$ cat config.mk
export PLATFORM = sky130hd
export DESIGN_NAME = aes_inv_cipher_iter
export DESIGN_NICKNAME = d
export VERILOG_FILES = /design/src/rtl/aes_inv_cipher_iter.sv
export SDC_FILE = /design/constraint.sdc
export NUM_CORES = 2
export LEC_CHECK = 0
export ABC_AREA = 0
export CORE_AREA = 4 4 640 642
export CTS_CLUSTER_DIAMETER = 200
export DETAILED_ROUTE_END_ITERATION = 12
export DIE_AREA = 0 0 644 646
export SYNTH_ARGS = -nofsm -noshare
export SYNTH_HDL_FRONTEND = slang
export SYNTH_SLANG_ARGS = --single-unit
$ cat constraint.sdc
create_clock -name clks -period 9 [get_ports clks]
set_input_delay 0.9 -clock clks [delete_from_list [all_inputs] [get_ports clks]]
set_output_delay 0.9 -clock clks [all_outputs]
set_load 0.03 [all_outputs]
$ cat src/rtl/aes_inv_cipher_iter.sv
// Iterative AES InvCipher: one decryption round per clock behind a start/busy/done handshake.
// Reads the same expanded key schedule the encrypt core produces, unchanged.
module aes_inv_cipher_iter #(
  parameter int Nk = 4,
  parameter int Nr = Nk + 6
) (
  input  logic                  clks,
  input  logic                  reset,
  input  logic                  start,
  input  logic [0:127]          cipherText,
  input  logic [0:128*(Nr+1)-1] keys,
  output logic [0:127]          plainText,
  output logic                  busy,
  output logic                  done
);

  localparam int KW = $clog2(128 * (Nr + 1));

  // Inverse S-box, byte x at bits [8x +: 8].
  localparam logic [0:2047] INV_SBOX = {
    128'h52096ad53036a538bf40a39e81f3d7fb, 128'h7ce339829b2fff87348e4344c4dee9cb,
    128'h547b9432a6c2233dee4c950b42fac34e, 128'h082ea16628d924b2765ba2496d8bd125,
    128'h72f8f66486689816d4a45ccc5d65b692, 128'h6c704850fdedb9da5e154657a78d9d84,
    128'h90d8ab008cbcd30af7e45805b8b34506, 128'hd02c1e8fca3f0f02c1afbd0301138a6b,
    128'h3a9111414f67dcea97f2cfcef0b4e673, 128'h96ac7422e7ad3585e2f937e81c75df6e,
    128'h47f11a711d29c5896fb7620eaa18be1b, 128'hfc563e4bc6d279209adbc0fe78cd5af4,
    128'h1fdda8338807c731b11210592780ec5f, 128'h60517fa919b54a0d2de57a9f93c99cef,
    128'ha0e03b4dae2af5b0c8ebbb3c83539961, 128'h172b047eba77d626e169146355210c7d
  };

  typedef enum logic [1:0] {IDLE, ROUNDS, FINAL} state_t;

  state_t       state_reg, state_next;
  logic [0:127] st_reg, st_next;
  logic [0:127] plain_reg, plain_next;
  logic [3:0]   rnd_reg, rnd_next;
  logic         busy_reg, busy_next;
  logic         done_reg, done_next;

  logic [0:127]  round_key;
  logic [0:127]  sub_row;
  logic [0:127]  mix_in;
  logic [0:127]  mix_out;
  logic [KW-1:0] key_base;

  function automatic logic [7:0] xt(input logic [7:0] a);
    return {a[6:0], 1'b0} ^ (a[7] ? 8'h1b : 8'h00);
  endfunction

  // One output byte of InvMixColumns: {0e,0b,0d,09} against the column rotated to this row.
  function automatic logic [7:0] inv_mix(input logic [7:0] a0, input logic [7:0] a1,
                                         input logic [7:0] a2, input logic [7:0] a3);
    logic [7:0] m0, m1, m2, m3;
    m0 = xt(xt(xt(a0))) ^ xt(xt(a0)) ^ xt(a0);
    m1 = xt(xt(xt(a1))) ^ xt(a1) ^ a1;
    m2 = xt(xt(xt(a2))) ^ xt(xt(a2)) ^ a2;
    m3 = xt(xt(xt(a3))) ^ a3;
    return m0 ^ m1 ^ m2 ^ m3;
  endfunction

  // rnd is 0 in FINAL, so the same selector yields key[0] for the last AddRoundKey.
  assign key_base  = KW'({rnd_reg, 7'b0});
  assign round_key = keys[key_base +: 128];

  for (genvar gi = 0; gi < 16; gi++) begin : g_byte
    localparam int R   = gi % 4;
    localparam int C   = gi / 4;
    localparam int SRC = R + 4 * ((C - R + 4) % 4);
    localparam int B1  = 4 * C + (R + 1) % 4;
    localparam int B2  = 4 * C + (R + 2) % 4;
    localparam int B3  = 4 * C + (R + 3) % 4;

    assign sub_row[8*gi +: 8] = INV_SBOX[{st_reg[8*SRC +: 8], 3'b000} +: 8];
    assign mix_in[8*gi +: 8]  = sub_row[8*gi +: 8] ^ round_key[8*gi +: 8];
    assign mix_out[8*gi +: 8] = inv_mix(mix_in[8*gi +: 8], mix_in[8*B1 +: 8],
                                        mix_in[8*B2 +: 8], mix_in[8*B3 +: 8]);
  end

  always_ff @(posedge clks) begin
    if (reset) begin
      state_reg <= IDLE;
      st_reg    <= '0;
      plain_reg <= '0;
      rnd_reg   <= '0;
      busy_reg  <= 1'b0;
      done_reg  <= 1'b0;
    end else begin
      state_reg <= state_next;
      st_reg    <= st_next;
      plain_reg <= plain_next;
      rnd_reg   <= rnd_next;
      busy_reg  <= busy_next;
      done_reg  <= done_next;
    end
  end

  always_comb begin
    state_next = state_reg;
    unique case (state_reg)
      IDLE:    if (start) state_next = ROUNDS;
      ROUNDS:  if (rnd_reg == 4'd1) state_next = FINAL;
      FINAL:   state_next = IDLE;
      default: state_next = IDLE;
    endcase
  end

  always_comb begin
    st_next    = st_reg;
    plain_next = plain_reg;
    rnd_next   = rnd_reg;
    busy_next  = busy_reg;
    done_next  = 1'b0;
    unique case (state_reg)
      IDLE: begin
        if (start) begin
          st_next   = cipherText ^ keys[128*Nr +: 128];
          rnd_next  = 4'(Nr - 1);
          busy_next = 1'b1;
        end
      end
      ROUNDS: begin
        st_next  = mix_out;
        rnd_next = rnd_reg - 4'd1;
      end
      FINAL: begin
        plain_next = mix_in;
        done_next  = 1'b1;
        busy_next  = 1'b0;
      end
      default: ;
    endcase
  end

  assign plainText = plain_reg;
  assign busy      = busy_reg;
  assign done      = done_reg;

endmodule

== After elaboration in Yosys (flattened, before gate mapping) ==
Index checks and enable logic that the tools add are counted.

* Input bits: 1,539
* Logic and storage cells: 319
* Flip-flop bits (word level): 264
* Output and inout bits: 130

* Reductions and logical operators: 6
* Muxes and demuxes: 58
* Add/subtract/negate cells: 1
* Bitwise logic cells: 226
* Shift-type cells: 17
* Equal/unequal tests: 5

{| class="wikitable"
|+ Operator list
! cell !! number
|-
| 2048-bit by 12-bit variable part select with 2049-bit output, first input constant || 16
|-
| 1408-bit by 12-bit variable part select with 1409-bit output || 1
|-
| 8-bit bitwise XOR || 172
|-
| 8-bit by 5-bit bitwise XOR with 8-bit output || 36
|-
| 128-bit one-hot mux with 2 select lines || 1
|-
| 5-bit 2-to-1 mux || 48
|-
| 11-bit NOT with 12-bit output || 17
|-
| 128-bit 2-to-1 mux || 1
|-
| 128-bit bitwise XOR || 1
|-
| 4-bit one-hot mux with 2 select lines || 1
|-
| 2-bit AND reduction || 3
|-
| 4-bit by 1-bit == test with 1-bit output, second input constant || 1
|-
| 2-bit 2-to-1 mux || 2
|-
| 4-bit 2-to-1 mux || 1
|-
| 2-bit inequality test, second input constant || 2
|-
| 2-bit one-hot mux with 2 select lines || 1
|-
| 2-bit nonzero test || 2
|-
| 4-bit by 1-bit subtractor with 4-bit output, second input constant || 1
|-
| 2-bit by 1-bit == test with 1-bit output, second input constant || 1
|-
| 2-bit == test, second input constant || 1
|-
| 2-bit zero test || 1
|-
| 1-bit 2-to-1 mux || 2
|-
| 1-bit one-hot mux with 2 select lines || 1
|}

== Longest topological paths before layout ==
* Word-level depth: 15
* Depth in mapped cells: 19
* Depth with buffers taken out: 14

== Least setup slack after synthesis ==
No wires, ideal clock.

* Path kind: register to register
* From: register st_reg[86] (netlist bit)
* To: register st_reg[20] (netlist bit)
* Path slack: 3,938 ps
* Required time: 8,897 ps
* Arrival time: 4,959 ps
* Buffers on the path: 3
* Cell stages (with the launch flop): 18
* Path through: dfxtp_1 > clkbuf_1 > clkbuf_1 > inv_1 > ha_1 > buf_2 > or2_2 > a311oi_1 > a211oi_1 > or4_1 > a311oi_1 > xnor2_1 > xor3_1 > xnor2_1 > xor2_1 > xnor2_1 > xnor2_1 > a2111oi_2

* Word-level cells in the longest chain between the ends: 13

{| class="wikitable"
|+ RTL lines
! item !! line !! source
|-
| start: declaration || 34 || <nowiki>logic [0:127] st_reg, st_next;</nowiki>
|-
| start signal: assignment || 89 || <nowiki>st_reg <= st_next;</nowiki>
|-
| 11-bit NOT with 12-bit output (implied by the code) (*) || 73 || <nowiki>assign sub_row[8*gi +: 8] = INV_SBOX[{st_reg[8*SRC +: 8], 3'b000} +: 8];</nowiki>
|-
| 2048-bit by 12-bit variable part select with 2049-bit output (*) || 73 ||
|-
| 8-bit bitwise XOR (*) || 74 || <nowiki>assign mix_in[8*gi +: 8] = sub_row[8*gi +: 8] ^ round_key[8*gi +: 8];</nowiki>
|-
| 5-bit 2-to-1 mux / 8-bit by 5-bit bitwise XOR with 8-bit output (equally long branches) || 47 || <nowiki>return {a[6:0], 1'b0} ^ (a[7] ? 8'h1b : 8'h00);</nowiki>
|-
| 8-bit by 5-bit bitwise XOR with 8-bit output (*) || 47 ||
|-
| 8-bit by 5-bit bitwise XOR with 8-bit output / 5-bit 2-to-1 mux (equally long branches) || 47 ||
|-
| 8-bit by 5-bit bitwise XOR with 8-bit output || 47 ||
|-
| 8-bit bitwise XOR || 54 || <nowiki>m0 = xt(xt(xt(a0))) ^ xt(xt(a0)) ^ xt(a0);</nowiki>
|-
| 8-bit bitwise XOR (*) || 54 ||
|-
| 8-bit bitwise XOR (*) (3 in a row) || 58 || <nowiki>return m0 ^ m1 ^ m2 ^ m3;</nowiki>
|-
| 128-bit one-hot mux with 2 select lines (*) || 113 || <nowiki>unique case (state_reg)</nowiki>
|}

Mark *: on every way between the ends. The rest lies on a longest branch, timed or not.
A chain may end at the register's enable or synchronous reset.

== Worst setup path after layout ==
* From: register rnd_reg[1]
* To: register st_reg[58] (netlist bit)

* Word-level cells in the longest chain between the ends: 13

{| class="wikitable"
|+ RTL lines
! item !! line !! source
|-
| start: declaration || 36 || <nowiki>logic [3:0] rnd_reg, rnd_next;</nowiki>
|-
| start signal: assignment || 91 || <nowiki>rnd_reg <= rnd_next;</nowiki>
|-
| 11-bit NOT with 12-bit output (implied by the code) (*) || 63 || <nowiki>assign round_key = keys[key_base +: 128];</nowiki>
|-
| 1408-bit by 12-bit variable part select with 1409-bit output (*) || 63 ||
|-
| 8-bit bitwise XOR || 74 ||
|-
| 5-bit 2-to-1 mux / 8-bit by 5-bit bitwise XOR with 8-bit output (equally long branches) || 47 ||
|-
| 8-bit by 5-bit bitwise XOR with 8-bit output / 5-bit 2-to-1 mux (equally long branches) || 47 ||
|-
| 8-bit by 5-bit bitwise XOR with 8-bit output (2 in a row) || 47 ||
|-
| 8-bit bitwise XOR (on tied branches) (2 in a row) || 54, 55 ||
|-
| 8-bit bitwise XOR (2 in a row) || 58 ||
|-
| 8-bit bitwise XOR (*) || 58 ||
|-
| 128-bit one-hot mux with 2 select lines (*) || 113 ||
|}

Marks and branches as above.

==> results.py <==
metrics = {
    "status": {
        "outcome": "finished, violations left",
        "failed_checks": "max-capacitance violations, max-slew violations",
    },
    "timing": {
        "slew_viol_final": 4,
        "fin_crit_ns": 6.85,
        "setup_viol": 0,
        "timing.final.crit_share_pct": 76.1,
        "finalSetupTns_ns": 0,
        "tightest_slew_ns": 1.60,
        "hold_viol": 0,
        "rsz0062_at_grt": "no",
        "max_freq_mhz": 146,
        "slew_headroom_pct": -6.65,
        "skew_ns": 0.0457,
    },
    "routing": {
        "postRouteAntennaNets": 0,
        "wl_mm": 850,
        "avgViaCountPerCell": 6.25,
        "drt_pre_antenna_iters": 7,
        "drc": 0,
        "routedWlPerCell_um": 45.9,
        "vias": 115852,
        "drt_iter0_drc": 19702,
    },
    "final_layout": {
        "layout-drive-gt1-share_pct": 10.4,
        "nNetsFinal": 14367,
        "area_growth_pct": 25.4,
    },
    "setup_path": {
        "worstPathMaxFanout": 51,
        "crit_chain": "buf_4 -> mux2i_1 -> nor2_1 -> a21oi_1 -> o22ai_1 -> xor2_1 -> xnor3_1 -> xor2_2 -> xnor3_1 -> xnor2_1 -> xnor2_1 -> a2111oi_0",
        "crit_required_ns": 9.48,
        "cp-start-kind": "flop",
        "r2r_cells": 12,
        "crit_cells": 12,
        "cp_slowest_cell": "a21oi_1",
        "cp-end-kind": "flop",
        "critical_path.max_stage_delay_ns": 1.13,
        "critPathKind": "flop to flop",
        "arrival_ns": 7.33,
        "path_delay_family": "XOR/XNOR gates",
        "crit_buf_inv": 1,
    },
    "yosys": {
        "synth_seq_cells": 264,
        "synthArstFlopShare_pct": 0,
        "ys_types": 125,
        "synth_top_cell_area_share_pct": 9.91,
        "post-synth-top-area-cell": "mux4_2",
        "synthCells": 11852,
        "synth_area_um2": 88400,
        "yosysWarningCount": 0,
        "syn_nets": 13650,
        "synthMostInstantiatedCell": "a21oi_1",
        "synth_edf_count": 0,
        "synth_flop_cell": "dfxtp_1",
        "synth_area_leaders": "mux4_2, dfxtp_1, xnor2_1",
        "synth.avg_cell_area_um2": 7.46,
        "yosysSeqAreaShare_pct": 5.98,
        "synth_commonest_cells": "a21oi_1, nor2_1, nand2_1, o21ai_0, clkbuf_1",
    },
    "clocking": {
        "cts.sinks": 264,
        "cts_buffer_depth": 3,
        "htreeDepth": 2,
        "cts-root-buf": "clkbuf_16",
        "cts_tree": "done",
        "postCtsHoldBufs": 0,
        "insertion_delay_ns": 0.68,
        "clk_pin_slew_ns": 0.08,
        "cts_made_buffers": 40,
        "post_cts.repair.setup_buffers": 0,
        "cts.repair.resized": 0,
    },
    "place": {
        "hpwlAfterDp_mm": 688,
        "port-buffer-count": 1668,
        "gp_congestion": 1.07,
    },
    "floorplanning": {
        "start_util_pct": 21.9,
        "num_rows": 234,
        "fp.dieH_um": 646,
        "coreArea_um2": 405000,
        "io_pins": 1669,
        "die_w_um": 644,
        "die-area_um2": 416000,
    },
    "hold_path": {
        "worstHoldPathCells": 2,
        "min_path_type": "flop to flop",
    },
    "grt": {
        "track_usage_pct": 38.4,
        "grt_pass1_wl_mm": 1080,
        "overflow": 0,
        "grt_max_degree": 117,
        "antenna_found_initial": 389,
        "grt_pass1_vias": 103990,
    },
    "job": {
        "max_cap_viol_count": 2,
    },
}
[cells in the final DEF (no fill, tap or decap), types with 242 or more instances in the layout]
cell             Yosys  routed
clkdlybuf4s50_1      0    1666
a21oi_1            804     802
nand2_1            776     775
nor2_1             777     773
o21ai_0            717     717
xnor2_1            595     594
diode_2              0     497
buf_4              172     393
mux4_2             389     389
nand2b_1           389     387
mux2i_1            363     363
xor2_1             361     357
nor3_1             342     342
nor2b_1            330     329
a211oi_1           311     311
o22ai_1            286     283
ha_1               259     259
nand3_1            242     242
[stage by stage]
step                      std cells  util [%]  setup WS, ns  cell area [um2]  hold WS, ns
after floorplan               11852         -          3.94            88400        0.483
after global placement        17955      26.8          2.59           108000        0.435
after detailed placement      17955      26.8          2.46           108000        0.438
after CTS                     18028      27.1          2.38           110000        0.460
after global routing          18380      27.3          2.09           111000        0.481
final                         18525      27.4          2.15           111000        0.458
[routing by layer]
metal | share of wire, % | wire [um] | track usage, % | vias to the layer above
li1 | - | - | - | 47252
met1 | 37 | 317000 | 46.0 | 57348
met2 | 41 | 347000 | 54.7 | 9273
met3 | 12 | 97800 | 13.0 | 1843
met4 | 10 | 87300 | 32.9 | 136
met5 | 0.16 | 1330 | 0 | -
[cell families (layout without fill, tap and decap cells)]
| kind of cell | count (synthesis) | in the layout | share of synthesized area, % |
|---|---|---|---|
| buffers and inverters | 1599 | 2347 | 8.94 |
| adders and majority gates | 259 | 259 | 3.66 |
| muxes | 807 | 807 | 14.7 |
| xor gates and xnor gates | 1089 | 1089 | 12.4 |
| DFF | 264 | 264 | 5.98 |
| other | 0 | 497 | 0 |
| and+or+nand+nor | 3587 | 3587 | 20.7 |
| AOI/OAI and AO/OA | 4247 | 4247 | 33.6 |
[path summary, 6_finish.rpt]
check              from         end  slack, ns
max          rnd_reg[1]  st_reg[58]       2.15
min reg2reg  st_reg[72]  st_reg[72]       0.46
max reg2reg  rnd_reg[1]  st_reg[58]       2.15
min          st_reg[72]  st_reg[72]       0.46
[area by class of cell]
type | count | area, um2
multi-input combinational | 9989 | 75400
inverter | 201 | 757
fill | 44934 | 294000
antenna | 497 | 1240
clock buffer | 47 | 1090
timing repair buffer | 2073 | 19900
clock inverter | 26 | 277
tap | 5428 | 6790
sequential | 264 | 5450
[worst register-to-register path, delay by kind of cell, from the launching register on]
family                 cells  cell delay [ns]
buffers and inverters      1             0.81
AND/OR/NAND/NOR            1             0.06
flip-flops                 1             0.69
multiplexers               1             0.31
XOR/XNOR                   6             2.52
AO/OA/AOI/OAI              3             2.28
Power is not shown: default switching activity piles up to over one toggle a cycle in this logic, so the estimate is an artifact.
